==> config.mk <==
export PLATFORM = sky130hd
export DESIGN_NAME = if_fetch
export DESIGN_NICKNAME = d
export VERILOG_FILES = /design/src/rtl/if_fetch.sv
export SDC_FILE = /design/constraint.sdc
export NUM_CORES = 1
export LEC_CHECK = 0
export BUFFER_PORTS_ARGS = -buffer_cell sky130_fd_sc_hd__buf_2
export CAP_MARGIN = 20
export CORE_MARGIN = 2
export CORE_UTILIZATION = 40
export DETAILED_ROUTE_END_ITERATION = 7
export PLACE_DENSITY = 0.59
export RECOVER_POWER = 25
export REMOVE_ABC_BUFFERS = 1
export SYNTH_ARGS = -nofsm -noshare
export SYNTH_HDL_FRONTEND = slang
export SYNTH_SLANG_ARGS = --single-unit
==> constraint.sdc <==
create_clock -name clk -period 6.6 [get_ports clk]
set_clock_uncertainty 0.15 [all_clocks]
set_input_delay 1.32 -clock clk [delete_from_list [all_inputs] [get_ports clk]]
set_output_delay 1.32 -clock clk [all_outputs]
set_load 0.03 [all_outputs]
==> src/rtl/if_fetch.sv <==
// Instruction fetch: holds the PC, fetches words over imem req/ack and queues them (2 entries) for decode.
// Latency: a request issues one cycle after the queue has room, and the returned word is at ins one cycle after ack.
// Backpressure: a full queue stops further requests, and ins_ready=0 holds the head. `IF_DELAY_SLOT_EN keeps one delay-slot instruction on redirect.
module if_fetch #(
    parameter logic [31:0] RESET_PC = 32'h0000_0000,
    parameter int          DEPTH    = 2
) (
    input  logic        clk,
    input  logic        clr_n,
    output logic        imem_req,
    output logic [31:0] imem_addr,
    input  logic        imem_ack,
    input  logic [31:0] imem_rdata,
    input  logic        redirect,
    input  logic [31:0] redirect_pc,
    output logic [31:0] ins,
    output logic [31:0] ins_pc,
    output logic        ins_valid,
    input  logic        ins_ready
);

    typedef enum logic [1:0] {IDLE, REQ, DRAIN} state_t;

    localparam logic [1:0] QD = DEPTH[1:0];

    state_t      state_q, state_n;
    logic        req_n;
    logic [31:0] addr_n;
    logic [31:0] fetch_pc, fpc_n;
    logic        ds_hold, hold_n;
    logic        rd_ptr, rd_n;
    logic [1:0]  cnt, cn, cnt_n;
    logic        push, wr_idx, pop, ack_v;
    logic        keep_q, keep_bus;
    logic [31:0] target;
    logic [31:0] q_ins [2];
    logic [31:0] q_pc  [2];

    assign ins_valid = (cnt != 2'd0);
    assign ins       = q_ins[rd_ptr];
    assign ins_pc    = q_pc[rd_ptr];
    assign pop       = ins_valid & ins_ready;
    assign ack_v     = imem_req & imem_ack;
    assign target    = {redirect_pc[31:2], 2'b00};

    always_comb begin
        state_n  = state_q;
        req_n    = imem_req;
        addr_n   = imem_addr;
        fpc_n    = fetch_pc;
        hold_n   = ds_hold;
        rd_n     = rd_ptr ^ pop;
        cn       = cnt - {1'b0, pop};
        push     = 1'b0;
        keep_q   = 1'b0;
        keep_bus = 1'b0;

        case (state_q)
            IDLE: begin
                if (cnt < QD) begin
                    req_n   = 1'b1;
                    addr_n  = fetch_pc;
                    state_n = REQ;
                end
            end
            REQ: begin
                if (ack_v) begin
                    push    = 1'b1;
                    // A delay-slot fetch returns after fetch_pc was already retargeted.
                    if (!ds_hold)
                        fpc_n = fetch_pc + 32'd4;
                    hold_n  = 1'b0;
                    req_n   = 1'b0;
                    state_n = IDLE;
                end
            end
            DRAIN: begin
                if (ack_v) begin
                    req_n   = 1'b1;
                    addr_n  = fetch_pc;
                    state_n = REQ;
                end
            end
            default: state_n = IDLE;
        endcase

`ifdef IF_DELAY_SLOT_EN
        keep_q   = (cn != 2'd0);
        keep_bus = !keep_q && (state_q != DRAIN);
`endif

        if (redirect) begin
            fpc_n  = target;
            hold_n = 1'b0;
            push   = 1'b0;
            cn     = keep_q ? 2'd1 : 2'd0;
            if (keep_bus) begin
                if (state_q == IDLE) begin
                    req_n   = 1'b1;
                    addr_n  = fetch_pc;
                    state_n = REQ;
                    hold_n  = 1'b1;
                end else if (ack_v) begin
                    push    = 1'b1;
                    req_n   = 1'b1;
                    addr_n  = target;
                    state_n = REQ;
                end else begin
                    req_n   = 1'b1;
                    addr_n  = imem_addr;
                    state_n = REQ;
                    hold_n  = 1'b1;
                end
            end else if (state_q == DRAIN || (state_q == REQ && !ack_v)) begin
                // The bus request cannot be retracted; its data is dropped on return.
                req_n   = 1'b1;
                addr_n  = imem_addr;
                state_n = DRAIN;
            end else begin
                req_n   = 1'b1;
                addr_n  = target;
                state_n = REQ;
            end
        end

        wr_idx = rd_n ^ cn[0];
        cnt_n  = cn + {1'b0, push};
    end

    always_ff @(posedge clk or negedge clr_n) begin
        if (!clr_n)
            state_q <= IDLE;
        else
            state_q <= state_n;
    end

    always_ff @(posedge clk or negedge clr_n) begin
        if (!clr_n) begin
            imem_req  <= 1'b0;
            imem_addr <= RESET_PC;
            fetch_pc  <= RESET_PC;
            ds_hold   <= 1'b0;
            rd_ptr    <= 1'b0;
            cnt       <= 2'd0;
            for (int i = 0; i < 2; i++) begin
                q_ins[i] <= 32'h0;
                q_pc[i]  <= RESET_PC;
            end
        end else begin
            imem_req  <= req_n;
            imem_addr <= addr_n;
            fetch_pc  <= fpc_n;
            ds_hold   <= hold_n;
            rd_ptr    <= rd_n;
            cnt       <= cnt_n;
            if (push) begin
                q_ins[wr_idx] <= imem_rdata;
                q_pc[wr_idx]  <= imem_addr;
            end
        end
    end

endmodule

==> results.toml <==
[clocking]
cts_setup_buffers = 0
ctsHoldBuffers = 0
cts_resized = 0
clock_path_buffers = 2
clockRootBuffer = "clkbuf_16"
htree_levels = 4
clock_latency_ns = 0.43
tritoncts = "done"
cts.sinks = 193
clk_pin_slew_ns = 0.07
numCtsBuffers = 17

[sta]
hold_viol = 0
slew_viol_final = 79
clock.fmax_ghz = 0.214
worst_slew_pin_slew_ns = 1.75
layout_setup_ws_ns = 1.92
setup_viol = 0
holdWs_ns = 0.335
period_needed_ns = 4.68
fin_crit_sh_pct = 71.0
relSlewSlack_pct = -16.4
rsz0062_at_grt = "false"
fin_setup_tns_ns = 0

[drt]
routed_wl_um = 19100
drt_pre_antenna_iters = 4
met3WireLength_um = 888
dr.first_iter.drc_count = 220
postRouteAntennaNets = 0
via_per_inst = 5.05
wl_per_cell_um = 16.5
drc_errors = 0
top_layer = "met4"
wl_met2_um = 8570
wl_met1_um = 9510
vias = 5819

[power]
seq_power_share_pct = 37.6
clkPwrFrac_pct = 18.8
p_switching_w = 0.00220
max-vdd-ir-drop_uv = 258
switching_share_pct = 40.6
power_frac_comb_pct = 43.6
p_leak_nw = 4.85
powerDensity_mw_per_mm2 = 519
p_int_w = 0.00321
power_w = 0.00542

[floorplanning]
fp.dieW_um = 152
num_rows = 54
core_mm2 = 0.0217
ios = 167
fp.dieArea_mm2 = 0.0232
die_h_um = 152
initial_core_util_pct = 40.6

[global_route]
grt_pass1_wl_um = 31400
grt_pass1_vias = 5889
grt_max_degree = 84
grt-ovfl-total = 0
grt_use_total_pct = 16.7
grt_antenna_before_repair = 5

[setup_path]
cp-start-kind = "input pin"
end_kind = "register"
critical_path_required_ns = 6.74
path_max_fanout = 39
critPathArrivalTime_ns = 4.82
crit_type = "in -> reg"

[job]
cap_violations = 2

[placed_design]
io_buffers = 164
hpwl_um = 12200
gp_congestion = 0.731
dp_slack_ns = 2.83

[yosys]
synth_xor_area_share_pct = 2.19
synthSimpleGateAreaFrac_pct = 8.06
syn_inst = 708
synth_area_leaders = "dfrtp_1 55%, mux2_2 24%, o21ai_0 3.2%"
synth_top_family_by_area = "multiplexers"
async_reset_ff_share_pct = 100
synth-compound-area-share_pct = 7.12
synth.avg_cell_area_um2 = 12.4
synth-edff-count = 0
yosysTopAreaCell = "dfrtp_1"
yosysUniqueCellTypes = 49
synth_seq_cells = 193
ys_top_cells_by_count = "193 x dfrtp_1, 186 x mux2_2, 68 x nand2_1"
synth_top_area_share_pct = 54.9
synth.most_common_cell = "dfrtp_1"
synth-adder-area-share_pct = 0.427
yosysWarnings = 0
ys_seq_area_share_pct = 54.9
synth_area_mm2 = 0.00880
synth-main-ff-cell = "dfrtp_1"
synth_mux_area_share_pct = 24.9

[final_layout]
drive_gt1_share_pct = 45.6
syn_to_final_growth_pct = 18.6
fillers = 1969
final_core_util_pct = 48.1
final_nets = 930

[run_status]
status = "finished, violations left"
violations = "max-capacitance violations, max-slew violations"

[hold_path]
hp-class = "reg -> reg"
-- area by class of cell --
type	instances	area [µm²]	area share (%)
Sequential cell	193	4830	46.3
Multi-Input combinational cell	466	3760	36.0
Timing Repair Buffer	171	877	8.40
Clock buffer	20	457	4.37
Tap cell	280	350	3.36
Clock inverter	12	121	1.16
Inverter	9	33.8	0.324
Antenna cell	2	5.00	0.0479
-- final timing paths --
path                                       start                        end  slack, ns  cells after the start
setup reg to reg                rd_ptr$_DFF_PN0_      q_ins[28]$_DFFE_PN0P_       3.34                      4
hold / removal             q_ins[44]$_DFFE_PN0P_      q_ins[44]$_DFFE_PN0P_       0.34                      1
min in group asynchronous                  clr_n      q_ins[46]$_DFFE_PN0P_       0.76                      1
hold reg to reg            q_ins[44]$_DFFE_PN0P_      q_ins[44]$_DFFE_PN0P_       0.34                      1
setup / recovery                        redirect  imem_addr[24]$_DFFE_PN0P_       1.92                      6
max in group asynchronous                  clr_n           rd_ptr$_DFF_PN0_       4.28                      2
-- worst max-delay path, stage by stage --
cell and delay (ns):
clkbuf_1 1.22, clkbuf_1 1.27, o21ai_0 0.26, o211ai_1 0.19
buf_4 0.37, o21ai_0 0.15
-- cells by family (layout without fill, tap and decap cells) --
logic type / after synthesis / count (layout)
multiplexers: 195 / 195
flip-flops: 193 / 193
AND/OR/NAND/NOR: 143 / 143
AO/OA/AOI/OAI: 103 / 103
buffers and inverters: 49 / 212
XOR/XNOR: 22 / 22
adder cells (fa/ha/maj): 3 / 3
other: 0 / 2
-- placed cells by master (no fill, tap or decap), types with 3 or more instances in the layout --
cell and instances:
mux2_1 3, a21oi_1 4, o21a_1 3, mux2_2 186
buf_4 6, nand2_1 67, o21ai_0 56, ha_1 3
mux2i_1 6, clkbuf_8 3, inv_1 9, and3_1 6
nor4_1 4, nand3_1 14, inv_6 5, xor2_1 9
clkbuf_1 3, clkbuf_16 17, buf_2 162, xnor2_1 13
nand4_1 8, a21boi_0 23, nor3_1 7, clkinv_4 3
nor2b_1 4, nor2_1 17, dfrtp_1 192, a31oi_1 3
-- flip-flops by register name (all words and copies together), names as in the netlist --
signal and cells:
cnt 2, state_q 2, imem_addr 31, rd_ptr 1, fetch_pc 30, q_pc 62
q_ins 64, imem_req 1
-- stage by stage --
| stage | cells | area [µm²] |
|---|---|---|
| final | 1153 | 10400 |
| after global routing | 1152 | 10400 |
| after CTS | 1151 | 10400 |
| after detailed placement | 1119 | 9860 |
| after global placement | 1119 | 9860 |
| after floorplan | 668 | 8620 |
-- power by group through the flow --
stage / sequential (W) / combinational [W] / clock [W]
3_3_place_gp: 0.00205 / 0.00236 / 0
6_report: 0.00204 / 0.00236 / 0.00102
5_1_grt: 0.00212 / 0.00253 / 0.00110
3_5_place_dp: 0.00207 / 0.00239 / 0
4_1_cts: 0.00205 / 0.00240 / 0.00105
2_1_floorplan: 0.00211 / 0.00165 / 0
-- routing by layer --
layer,global-route usage [%],vias up
met5,0,-
met4,3.34,0
met3,4.78,10
met2,26.0,122
met1,23.6,2869
li1,-,2818
No activity file was read; power rests on OpenSTA's default activity.
